===== config.mk =====
export PLATFORM = sky130hd
export DESIGN_NAME = leaf_rr_dispatcher_flat
export DESIGN_NICKNAME = d
export VERILOG_FILES = /design/src/rtl/leaf_rr_dispatcher_if.sv /design/src/rtl/leaf_rr_dispatcher.sv /design/src/flat_wrapper.sv
export SDC_FILE = /design/constraint.sdc
export NUM_CORES = 1
export LEC_CHECK = 0
export BUFFER_PORTS_ARGS = -buffer_cell sky130_fd_sc_hd__buf_2
export CORE_ASPECT_RATIO = 0.6
export CORE_UTILIZATION = 29
export DETAILED_ROUTE_END_ITERATION = 6
export SLEW_MARGIN = 40
export SYNTH_ARGS = -nofsm -noshare
export SYNTH_HDL_FRONTEND = slang
export SYNTH_SLANG_ARGS = --single-unit

===== constraint.sdc =====
create_clock -name clk -period 3.9 [get_ports clk]
set_input_delay 0.585 -clock clk [delete_from_list [all_inputs] [get_ports clk]]
set_output_delay 0.585 -clock clk [all_outputs]
set_load 0.03 [all_outputs]

===== src/rtl/leaf_rr_dispatcher_if.sv =====
// Work-item handshake bundle between the upstream stream, the dispatcher and its leaves.
// master = environment side (source + leaves), slave = dispatcher side.
interface leaf_rr_dispatcher_if #(
    parameter int NUM_LEAVES = 5,
    parameter int DATA_W     = 32
);
    logic                  s_valid;
    logic                  s_ready;
    logic [DATA_W-1:0]     s_data;
    logic [NUM_LEAVES-1:0] m_valid;
    logic [NUM_LEAVES-1:0] m_ready;
    logic [DATA_W-1:0]     m_data;

    modport master (
        output s_valid, s_data, m_ready,
        input  s_ready, m_valid, m_data
    );

    modport slave (
        input  s_valid, s_data, m_ready,
        output s_ready, m_valid, m_data
    );
endinterface


===== src/rtl/leaf_rr_dispatcher.sv =====
// Round-robin dispatcher: hands each input item to one leaf, skipping leaves that
// already hold MAX_OUT unretired items. Single registered output stage.
module leaf_rr_dispatcher #(
    parameter int NUM_LEAVES = 5,
    parameter int DATA_W     = 32,
    parameter int MAX_OUT    = 2,
    parameter int CNT_W      = 16
) (
    input  logic                  clk,
    input  logic                  rst_n,
    leaf_rr_dispatcher_if.slave   bus,
    input  logic [NUM_LEAVES-1:0] leaf_done,
    output logic                  busy,
    output logic [CNT_W-1:0]      dispatch_cnt,
    output logic                  err_underflow
);
    localparam int IDX_W  = (NUM_LEAVES > 1) ? $clog2(NUM_LEAVES) : 1;
    localparam int OCNT_W = $clog2(MAX_OUT + 1);

    logic                  out_vld_reg;
    logic [IDX_W-1:0]      out_idx_reg;
    logic [DATA_W-1:0]     out_data_reg;
    logic [IDX_W-1:0]      last_grant_reg;
    logic [CNT_W-1:0]      dispatch_cnt_reg;
    logic                  err_underflow_reg;

    logic [NUM_LEAVES-1:0] eligible;
    logic [NUM_LEAVES-1:0] nonzero;
    logic [NUM_LEAVES-1:0] underflow;
    logic [NUM_LEAVES-1:0] m_valid_vec;
    logic [IDX_W-1:0]      sel;
    logic                  found;
    logic                  any_eligible;
    logic                  out_fire;
    logic                  s_ready_int;
    logic                  accept;

    // Scan starts just after the last grant so every leaf gets a fair turn.
    always_comb begin : grant_scan
        int cand;
        cand  = 0;
        sel   = last_grant_reg;
        found = 1'b0;
        for (int k = 1; k <= NUM_LEAVES; k++) begin
            cand = int'(last_grant_reg) + k;
            if (cand >= NUM_LEAVES) begin
                cand = cand - NUM_LEAVES;
            end
            if (!found && eligible[cand[IDX_W-1:0]]) begin
                sel   = IDX_W'(cand);
                found = 1'b1;
            end
        end
    end

    // m_valid is one-hot, so the held item fires only on its own leaf's ready.
    assign out_fire     = |(m_valid_vec & bus.m_ready);
    assign any_eligible = |eligible;
    assign s_ready_int  = any_eligible & (~out_vld_reg | out_fire);
    assign accept       = bus.s_valid & s_ready_int;

    genvar gi;
    generate
        for (gi = 0; gi < NUM_LEAVES; gi++) begin : g_leaf
            logic [OCNT_W-1:0] outstanding_reg;
            logic              inc;

            assign inc             = accept & (sel == IDX_W'(gi));
            assign eligible[gi]    = outstanding_reg < OCNT_W'(MAX_OUT);
            assign nonzero[gi]     = outstanding_reg != '0;
            assign m_valid_vec[gi] = out_vld_reg & (out_idx_reg == IDX_W'(gi));
            // A retire arriving with a same-cycle accept cancels it, so it cannot underflow.
            assign underflow[gi]   = leaf_done[gi] & ~inc & ~nonzero[gi];

            always_ff @(posedge clk or negedge rst_n) begin
                if (!rst_n) begin
                    outstanding_reg <= '0;
                end else if (inc && !leaf_done[gi]) begin
                    outstanding_reg <= outstanding_reg + OCNT_W'(1);
                end else if (leaf_done[gi] && !inc && nonzero[gi]) begin
                    outstanding_reg <= outstanding_reg - OCNT_W'(1);
                end
            end
        end
    endgenerate

    always_ff @(posedge clk or negedge rst_n) begin
        if (!rst_n) begin
            out_vld_reg       <= 1'b0;
            out_idx_reg       <= '0;
            out_data_reg      <= '0;
            last_grant_reg    <= IDX_W'(NUM_LEAVES - 1);
            dispatch_cnt_reg  <= '0;
            err_underflow_reg <= 1'b0;
        end else begin
            if (accept) begin
                out_vld_reg      <= 1'b1;
                out_idx_reg      <= sel;
                out_data_reg     <= bus.s_data;
                last_grant_reg   <= sel;
                dispatch_cnt_reg <= dispatch_cnt_reg + CNT_W'(1);
            end else if (out_fire) begin
                out_vld_reg <= 1'b0;
            end
            if (|underflow) begin
                err_underflow_reg <= 1'b1;
            end
        end
    end

    assign bus.s_ready   = s_ready_int;
    assign bus.m_valid   = m_valid_vec;
    assign bus.m_data    = out_data_reg;
    assign busy          = |nonzero;
    assign dispatch_cnt  = dispatch_cnt_reg;
    assign err_underflow = err_underflow_reg;
endmodule


===== src/flat_wrapper.sv =====
// flat-port wrapper written by rule: the top's interface ports become plain ports
module leaf_rr_dispatcher_flat 
#(
    parameter int NUM_LEAVES = 5,
    parameter int DATA_W     = 32,
    parameter int MAX_OUT    = 2,
    parameter int CNT_W      = 16
)
  (clk, rst_n, leaf_done, busy, dispatch_cnt, err_underflow, bus_s_valid, bus_s_data, bus_m_ready, bus_s_ready, bus_m_valid, bus_m_data);
  leaf_rr_dispatcher_if #(.NUM_LEAVES(NUM_LEAVES), .DATA_W(DATA_W)) bus_i ();
  input  logic clk;
  input  logic rst_n;
  input  logic [NUM_LEAVES-1:0] leaf_done;
  output logic busy;
  output logic [CNT_W-1:0] dispatch_cnt;
  output logic err_underflow;
  input wire logic [$bits(bus_i.s_valid)-1:0] bus_s_valid;
  input wire logic [$bits(bus_i.s_data)-1:0] bus_s_data;
  input wire logic [$bits(bus_i.m_ready)-1:0] bus_m_ready;
  output wire logic [$bits(bus_i.s_ready)-1:0] bus_s_ready;
  output wire logic [$bits(bus_i.m_valid)-1:0] bus_m_valid;
  output wire logic [$bits(bus_i.m_data)-1:0] bus_m_data;
  assign bus_i.s_valid = bus_s_valid;
  assign bus_i.s_data = bus_s_data;
  assign bus_i.m_ready = bus_m_ready;
  assign bus_s_ready = bus_i.s_ready;
  assign bus_m_valid = bus_i.m_valid;
  assign bus_m_data = bus_i.m_data;
  leaf_rr_dispatcher #(.NUM_LEAVES(NUM_LEAVES), .DATA_W(DATA_W), .MAX_OUT(MAX_OUT), .CNT_W(CNT_W)) u_core (.clk(clk), .rst_n(rst_n), .bus(bus_i), .leaf_done(leaf_done), .busy(busy), .dispatch_cnt(dispatch_cnt), .err_underflow(err_underflow));
endmodule

## Word level (Yosys, flattened, before mapping)

Index checks and enable logic that the tools add are counted.

| storage, ports and cells | value |
|---|---|
| flip-flop bits (word level) | 66 |
| output and inout bits | 56 |
| logic and storage cells | 176 |

| cells by class | value |
|---|---|
| $add $sub $neg | 21 |
| $lt $le $gt $ge | 15 |
| eq/ne operators | 8 |
| muxes and demuxes | 36 |
| bitwise logic cells | 35 |
| reduce and logical (&&, ||, !) cells | 50 |

Operator list:

| operator | count |
|---|---|
| $mux W3 | 10 |
| $and A1 B1 Y1 | 22 |
| $reduce_bool A2 Y1 | 11 |
| $ge A4 B3 Y1 const B | 5 |
| $lt A3 B4 Y1 const B | 5 |
| $mux W2 | 10 |
| $reduce_or A5 Y1 | 4 |
| $logic_and A1 B1 Y1 | 19 |
| $add A16 B1 Y16 const B | 1 |
| $bmux W1 S3 | 5 |
| $sub A3 B3 Y3 const B | 5 |
| $logic_not A1 Y1 | 14 |
| $eq A3 B2 Y1 const B | 4 |
| $mux W1 | 11 |
| $not A1 Y1 | 11 |
| $add A2 B1 Y2 const B | 5 |
| $lt A2 B2 Y1 const B | 5 |
| $sub A2 B1 Y2 const B | 5 |
| $add A3 B2 Y4 const B | 2 |
| $add A3 B3 Y4 const B | 2 |
| $eq A3 B1 Y1 const B | 2 |
| $eq A3 B3 Y1 const B | 2 |
| $logic_not A3 Y1 | 2 |
| $and A5 B5 Y5 | 1 |
| 2 further kinds | 2 |

## Longest topological paths before layout

Gate-level depths: netlist of the first run.

| depth | value |
|---|---|
| depth in word-level cells | 25 |
| gate-level depth with buffers | 16 |
| gate-level depth less buffers | 14 |

## Worst setup path after synthesis of the first run

OpenSTA, ideal clock, no wires.

| timing path | value |
|---|---|
| path kind | flip-flop to flip-flop |
| start | reg u_core.last_grant_reg[0] |
| end | reg u_core.g_leaf[3].outstanding_reg[1] |
| setup time | 0.120 ns |
| arrival time | 3.720 ns |
| required time | 3.780 ns |
| setup slack | 0.059 ns |
| stages on the path, launching flop included | 17 |
| path buffers | 2 |
| clock period less this slack | 3.841 ns |
| cell sequence | dfrtp_1 -> buf_6 -> buf_8 -> inv_2 -> ha_1 -> inv_1 -> fa_1 -> inv_1 -> nand2_1 -> a41o_1 -> o21ai_1 -> and4_1 -> a32oi_1 -> or4_4 -> o21bai_4 -> or3_1 -> o211a_1 |

| on the way | value |
|---|---|
| cells in the longest elaborated chain, start to end | 24 |
| elaborated cells on any way between the ends | 55 |

Ends and longest elaborated chain:

| what | RTL line | source |
|---|---|---|
| start, declared | leaf_rr_dispatcher.sv:23 | `logic [IDX_W-1:0] last_grant_reg;` |
| start signal, assigned | leaf_rr_dispatcher.sv:92 | `last_grant_reg <= IDX_W'(NUM_LEAVES - 1);` |
| start signal, assigned | leaf_rr_dispatcher.sv:100 | `last_grant_reg <= sel;` |
| $add A3 B1 Y4 | leaf_rr_dispatcher.sv:45 | `cand = int'(last_grant_reg) + k;` |
| $ge A4 B3 Y1 or $sub A3 B3 Y3 (tied branches) | leaf_rr_dispatcher.sv:46, leaf_rr_dispatcher.sv:47 |  |
| $mux W3 | leaf_rr_dispatcher.sv:46 | `if (cand >= NUM_LEAVES) begin` |
| $bmux W1 S3 | leaf_rr_dispatcher.sv:49 | `if (!found && eligible[cand[IDX_W-1:0]]) begin` |
| $mux W1 (not written as such) | leaf_rr_dispatcher.sv:49 |  |
| $mux W1 | leaf_rr_dispatcher.sv:49 |  |
| $logic_not A1 Y1 | leaf_rr_dispatcher.sv:49 |  |
| $logic_and A1 B1 Y1 | leaf_rr_dispatcher.sv:49 |  |
| [... 7 more ...] | - |  |
| $logic_not A1 Y1 | leaf_rr_dispatcher.sv:49 |  |
| $logic_and A1 B1 Y1 | leaf_rr_dispatcher.sv:49 |  |
| $mux W3 (*) | leaf_rr_dispatcher.sv:49 |  |
| $eq A3 B2 Y1 (*) | leaf_rr_dispatcher.sv:68 | `assign inc = accept & (sel == IDX_W'(gi));` |
| $and A1 B1 Y1 (*) | leaf_rr_dispatcher.sv:68 |  |
| $logic_not A1 Y1 | leaf_rr_dispatcher.sv:80 | `end else if (leaf_done[gi] && !inc && nonzero[gi]) begin` |
| $logic_and A1 B1 Y1 (2 in a row) | leaf_rr_dispatcher.sv:80 |  |
| $reduce_bool A2 Y1 (no line) | - |  |
| end signal, assigned | leaf_rr_dispatcher.sv:79 | `outstanding_reg <= outstanding_reg + OCNT_W'(1);` |
| end signal, assigned | leaf_rr_dispatcher.sv:81 | `outstanding_reg <= outstanding_reg - OCNT_W'(1);` |
| end, declared | leaf_rr_dispatcher.sv:65 | `logic [OCNT_W-1:0] outstanding_reg;` |

Mark *: on every way between the ends. The rest lies on a longest branch, timed or not. The select of a mux whose other input is x is not followed.
A chain may end at the register's enable or synchronous reset.

## Final worst setup path of the first run

| timing path | value |
|---|---|
| start | reg u_core.last_grant_reg[0] |
| end | reg u_core.g_leaf[0].outstanding_reg[1] |

| on the way | value |
|---|---|
| cells in the longest elaborated chain, start to end | 24 |
| elaborated cells on any way between the ends | 55 |

Ends and longest elaborated chain:

| what | RTL line |
|---|---|
| $add A3 B1 Y4 | leaf_rr_dispatcher.sv:45 |
| $ge A4 B3 Y1 or $sub A3 B3 Y3 (tied branches) | leaf_rr_dispatcher.sv:46, leaf_rr_dispatcher.sv:47 |
| $mux W3 | leaf_rr_dispatcher.sv:46 |
| $bmux W1 S3 | leaf_rr_dispatcher.sv:49 |
| $mux W1 (not written as such) | leaf_rr_dispatcher.sv:49 |
| $mux W1 | leaf_rr_dispatcher.sv:49 |
| $logic_not A1 Y1 | leaf_rr_dispatcher.sv:49 |
| $logic_and A1 B1 Y1 | leaf_rr_dispatcher.sv:49 |
| [... 7 more ...] | - |
| $logic_not A1 Y1 | leaf_rr_dispatcher.sv:49 |
| $logic_and A1 B1 Y1 | leaf_rr_dispatcher.sv:49 |
| $mux W3 (*) | leaf_rr_dispatcher.sv:49 |
| $logic_not A3 Y1 (*) | leaf_rr_dispatcher.sv:68 |
| $and A1 B1 Y1 (*) | leaf_rr_dispatcher.sv:68 |
| $logic_not A1 Y1 | leaf_rr_dispatcher.sv:80 |
| $logic_and A1 B1 Y1 (2 in a row) | leaf_rr_dispatcher.sv:80 |
| $reduce_bool A2 Y1 (no line) | - |
| end signal, assigned | leaf_rr_dispatcher.sv:79 |
| end signal, assigned | leaf_rr_dispatcher.sv:81 |
| end, declared | leaf_rr_dispatcher.sv:65 |

Marked as above.

==> results.toml, run 1 <==
[status]
status = "finished clean"

[worst_hold_path]
hold_path.class = "in2async"

[timing]
tightest_slew_ns = 0.682
drv_slew = 0
setup_violations = 0
rsz0062_at_grt = "no"
clock_skew_ns = 0.00803
clock.fmax_ghz = 0.265
slew_headroom = 0.545
fin_crit_sh = 0.967
fin_crit_ns = 3.77
hold_viol_final = 0
setup_tns_ns = 0

[logic_synthesis]
ys_seq_elements = 64
yosysSeqAreaShare = 0.371
async_flop_share = 1.00
synth_cell_types = 75
avgSynthCellArea_sq_um = 9.81
syn-num-nets = 498
synthFlopType = "dfrtp_1"
ys_warn_count = 0
synth_cells = 440
synth_edf_count = 0
syn_area_sq_um = 4320

[grt]
grt_max_degree = 39
grt_pass1_vias = 3619
track_usage = 0.157
grt_pass1_wl_microns = 18900
antenna_found_initial = 0
overflow = 0

[route]
wl_per_cell_microns = 16.0
dr.pass1.iters = 5
route.detailed.drc = 0
final_antenna_net_count = 0
drtIter0Drc = 389
via_count = 3860
via_per_inst = 5.10
wl_microns = 12100

[layout]
diodes = 0
drive_gt1_frac = 0.361
multi_input_area_sq_um = 2570
largest_reg_flops = 32
regArea_sq_um = 1600
final_nets = 614
area_delta_synth_final_pct = 27.8
num-fill-cells = 1450

[setup_path]
rr_endpoint = "u_core.g_leaf[0].outstanding_reg[1]"
cp_slowest_stage_delay_ns = 0.40
arrival_ns = 4.00
crit_type = "reg2reg"
cp.depth = 15
regToRegStartpoint = "u_core.last_grant_reg[0]"
required_ns = 4.12
reg2reg_depth = 15
crit_path_max_fanout = 8
timing.critical_path.to = "u_core.g_leaf[0].outstanding_reg[1]"
r2r_slack_ns = 0.13
path_delay_family = "compound AO/OA/AOI/OAI gates"
start_kind = "register"
startpoint = "u_core.last_grant_reg[0]"
slowest_stage = "nor4_2"
path_cells = "inv_2, buf_4, ha_1, ha_1, or2_2, o21ai_0, o211ai_1, nand2_1, nor3_1, o31ai_1, a21oi_2, nor4_2, buf_4, o21ai_0, a211oi_1"
end_kind = "register"
path_buf_inv = 3

[floorplan]
die_y_microns = 96.5
start_util = 0.298
dieArea_sq_um = 15400
core_area_sq_um = 14500
row_count = 34
ios = 101
die_x_microns = 160

[clocking]
clkLatencyLatePin_ns = 0.33
cts-root-buf = "clkbuf_16"
clock_path_buffers = 2
clk_pin_slew_ns = 0.05
cts_buffers = 9
htreeDepth = 3
cts_tree = "built"
cts_num_sinks = 64

[place]
io_buffer_count = 100
dp_hpwl_microns = 9280
routabilityCongestion = 0.949

[flow_run]
max_cap_viol_count = 0
[kinds of logic (layout without fill, tap and decap cells)]
group / after synthesis / count (layout) / synth area share
buf+inv: 37 / 156 / 0.0403
flops: 64 / 64 / 0.371
fa+ha+maj: 13 / 13 / 0.0394
simple gates: 158 / 158 / 0.194
mux: 50 / 50 / 0.135
xor+xnor: 23 / 23 / 0.0467
compound gates: 95 / 95 / 0.173
[per-stage QoR]
step / setup slack, ns / utilization / hold slack, ns / area, sq um / std cells
4_1_cts: 0.0589 / 0.377 / 0.243 / 5480 / 756
2_1_floorplan: 0.0592 / - / 0.289 / 4320 / 440
6_report: 0.128 / 0.380 / 0.223 / 5520 / 757
3_5_place_dp: 0.0669 / 0.355 / 0.483 / 5150 / 742
5_1_grt: 0.00861 / 0.380 / 0.259 / 5520 / 757
3_3_place_gp: 0.217 / 0.355 / 0.461 / 5150 / 742
[repair_timing]
action / in CTS / in global routing
hold buffers: 0 / 0
buffers inserted: 0 / 1
resized for setup: 0 / 7
endpoints found under the hold margin: 0 / 0
setup endpoints to repair: 0 / 11
[synth_stat cells, types with 4 or more instances]
cell | count | area [sq um]
o211a_1 | 6 | 60.1
dfrtp_1 | 63 | 1580
buf_2 | 7 | 35.0
o21ai_0 | 12 | 60.1
a22oi_1 | 5 | 37.5
nand2b_1 | 8 | 50.1
xor2_1 | 9 | 78.8
nor2_1 | 34 | 128
mux2_2 | 34 | 383
nand2_1 | 39 | 146
mux2i_1 | 12 | 120
o21ai_1 | 4 | 20.0
clkbuf_1 | 10 | 37.5
o211ai_1 | 5 | 37.5
and3_1 | 7 | 43.8
nand4_1 | 7 | 43.8
xnor2_1 | 14 | 123
a21oi_1 | 15 | 75.1
nand3_1 | 14 | 70.1
a211oi_1 | 9 | 67.6
or3_1 | 4 | 25.0
inv_1 | 16 | 60.1
and2_1 | 8 | 50.1
nor2b_1 | 11 | 68.8
ha_1 | 12 | 150
nor3_1 | 5 | 25.0
[cell usage in the layout, fill, tap and decap left out, types with 12 or more instances in the layout]
master and instances:
dfrtp_1 63, ha_1 12, mux2i_1 12, xnor2_1 14, nand2_1 39, inv_1 15, a21oi_1 15, mux2_2 34
nor2_1 34, buf_4 25, nand3_1 14, buf_2 99, o21ai_0 12
[routing by layer]
layer	GRT usage	routed length [microns]
met2	0.217	4780
met5	0	0
met1	0.242	6140
met4	0.0232	52
met3	0.0393	1150
[worst min path at each step]
| stage | cells past startpoint | to | start |
|---|---|---|---|
| finish | 1 | u_core.dispatch_cnt[5] | rst_n |
| global route | 1 | u_core.bus.m_data[28] | rst_n |
| CTS | 1 | u_core.bus.m_data[28] | rst_n |
| detailed placement | 1 | u_core.dispatch_cnt[11] | u_core.dispatch_cnt[11] |
| global placement | 1 | u_core.dispatch_cnt[15] | u_core.dispatch_cnt[15] |
| floorplan | 0 | u_core.bus.m_data[0] | rst_n |
[area by class of cell]
| type | instances | share of cell area |
|---|---|---|
| clock buffer | 10 | 0.0415 |
| clock inverter | 4 | 0.0172 |
| inverter | 17 | 0.0116 |
| multi-input combinational | 339 | 0.467 |
| sequential | 64 | 0.291 |
| tap | 198 | 0.0449 |
| timing repair buffer | 125 | 0.127 |
Power of run 1 is left out: the tool's default activity adds up to more than one toggle a clock period on the data nets, which glitch-free logic cannot reach.
==> run 2, diff against run 1 <==
CELL_PAD_IN_SITES_DETAIL_PLACEMENT = 0   (was unset)
CELL_PAD_IN_SITES_GLOBAL_PLACEMENT = 1   (was unset)
PLACE_DENSITY_LB_ADDON = 0.1   (was unset)
==> run 2 against run 1 <==
Non-clock buffer count is 2 lower. Final area is 1.7% lower. Die area stayed put. Sequential cell count stayed put. Largest cell class unchanged. Register-to-register slack better by 0.04 ns. Highest routed layer unchanged. Cell count stayed put.
==> results.toml, run 2 (same netlist as run 1, synthesis figures left out) <==
[setup_path]
reg2reg_depth = 14
required_ns = 4.11
end_kind = "register"
r2r_slack_ns = 0.17
rr_endpoint = "u_core.g_leaf[3].outstanding_reg[1]"
crit_path_max_fanout = 7
cpMostUsedCell = "inv_2"
crit_type = "reg2reg"
cp_slowest_stage_delay_ns = 0.56
regToRegStartpoint = "u_core.last_grant_reg[0]"
start_kind = "register"
path_cells = "inv_2, ha_1, inv_1, fa_1, inv_2, nand2_1, a41o_1, o21ai_1, and4_1, a32oi_1, or4_4, o21bai_4, or3_1, o211a_1"
slowest_stage = "or4_4"
arrival_ns = 3.94

[place]
routabilityCongestion = 0.812
dp_hpwl_microns = 9440
io_buffer_count = 100
dp_slack_ns = 0.0913

[layout]
area_delta_synth_final_pct = 25.6
drive_gt1_frac = 0.354
diodes = 0
fin_util = 0.374
final_cell_mix = "100 x buf_2, 63 x dfrtp_1, 39 x nand2_1"
largest_reg_flops = 32
num-fill-cells = 1494
layout_commonest_cell = "buf_2"
final_nets = 612

[floorplan]
ios = 101
core_area_sq_um = 14500
start_util = 0.298
dieArea_sq_um = 15400
die_y_microns = 96.5
die_x_microns = 160
row_count = 34

[route]
final_antenna_net_count = 0
via_per_inst = 4.95
drtIter0Drc = 220
wl_microns = 12400
dr.pass1.iters = 4
wl_per_cell_microns = 16.4
via_count = 3744
route.detailed.drc = 0

[timing]
fin_crit_sh = 0.956
hold_viol_final = 0
clock.fmax_ghz = 0.268
drv_slew = 0
clock_skew_ns = 0.00612
slew_headroom = 0.542
fin_crit_ns = 3.73
setup_tns_ns = 0
fin_ws_ns = 0.172
holdWs_ns = 0.303
setup_violations = 0
tightest_slew_ns = 0.687
rsz0062_at_grt = "yes"

[flow_run]
max_cap_viol_count = 0

[clocking]
cts_num_sinks = 64
clk_pin_slew_ns = 0.05
clock_path_buffers = 2
clkLatencyLatePin_ns = 0.32
cts_buffers = 9
holdBufCountCts = 0
cts_tree = "built"
htreeDepth = 3
cts-root-buf = "clkbuf_16"

[worst_hold_path]
hold_path.class = "in2async"

[status]
status = "finished clean"

[grt]
antenna_found_initial = 0
grt_max_degree = 39
overflow = 0
grt_pass1_vias = 3449
grt_pass1_wl_microns = 19300
track_usage = 0.165
-- run 2: final cells by class --
type                            count  area, sq um  share of cell area
Clock buffer                       12          246              0.0455
Clock inverter                      4         22.5             0.00416
Inverter                           17         63.8              0.0118
Multi-Input combinational cell    339         2550               0.471
Sequential cell                    64         1600               0.296
Tap cell                          198          248              0.0457
Timing Repair Buffer              123          686               0.127
-- run 2: worst max-delay path by stage --
| stage | from | to | slack (ns) | depth (start not counted) |
|---|---|---|---|---|
| 2_1_floorplan | u_core.last_grant_reg[0] | u_core.g_leaf[3].outstanding_reg[1] | 0.06 | 16 |
| 3_3_place_gp | u_core.last_grant_reg[0] | u_core.g_leaf[3].outstanding_reg[1] | 0.17 | 15 |
| 3_5_place_dp | u_core.last_grant_reg[0] | u_core.g_leaf[3].outstanding_reg[1] | 0.09 | 15 |
| 4_1_cts | u_core.last_grant_reg[0] | u_core.g_leaf[3].outstanding_reg[1] | 0.06 | 15 |
| 5_1_grt | u_core.last_grant_reg[0] | u_core.g_leaf[3].outstanding_reg[1] | -0.06 | 14 |
| 6_report | u_core.last_grant_reg[0] | u_core.g_leaf[3].outstanding_reg[1] | 0.17 | 14 |
-- run 2: per-layer routing --
layer | wire length [microns] | track usage | up-vias | part of all wire
li1 | - | - | 1848 | -
met2 | 4720 | 0.208 | 108 | 0.38
met4 | 82 | 0.0433 | 0 | 0.0066
met1 | 6780 | 0.264 | 1781 | 0.55
met3 | 823 | 0.0380 | 7 | 0.066
met5 | 0 | 0 | - | 0
-- run 2: through the flow --
stage          instances  instance area [sq um]
3_5_place_dp         741                   5140
3_3_place_gp         741                   5140
4_1_cts              757                   5410
2_1_floorplan        440                   4320
6_report             757                   5420
5_1_grt              757                   5420
-- run 2: timing repair --
| action | in CTS | in global routing |
|---|---|---|
| gates resized for setup | 0 | 3 |
| endpoints found under the setup margin | 0 | 10 |
| setup buffers | 0 | 0 |
-- run 2: critical path: cells and delay by family (launching register included) --
kind / cells / cell delay (ns)
AO/OA/AOI/OAI: 5 / 0.91
buffers and inverters: 3 / 0.33
adder cells (fa/ha/maj): 2 / 0.66
AND/OR/NAND/NOR: 4 / 1.30
flip-flops: 1 / 0.42
Power of run 2 is left out for the same reason.
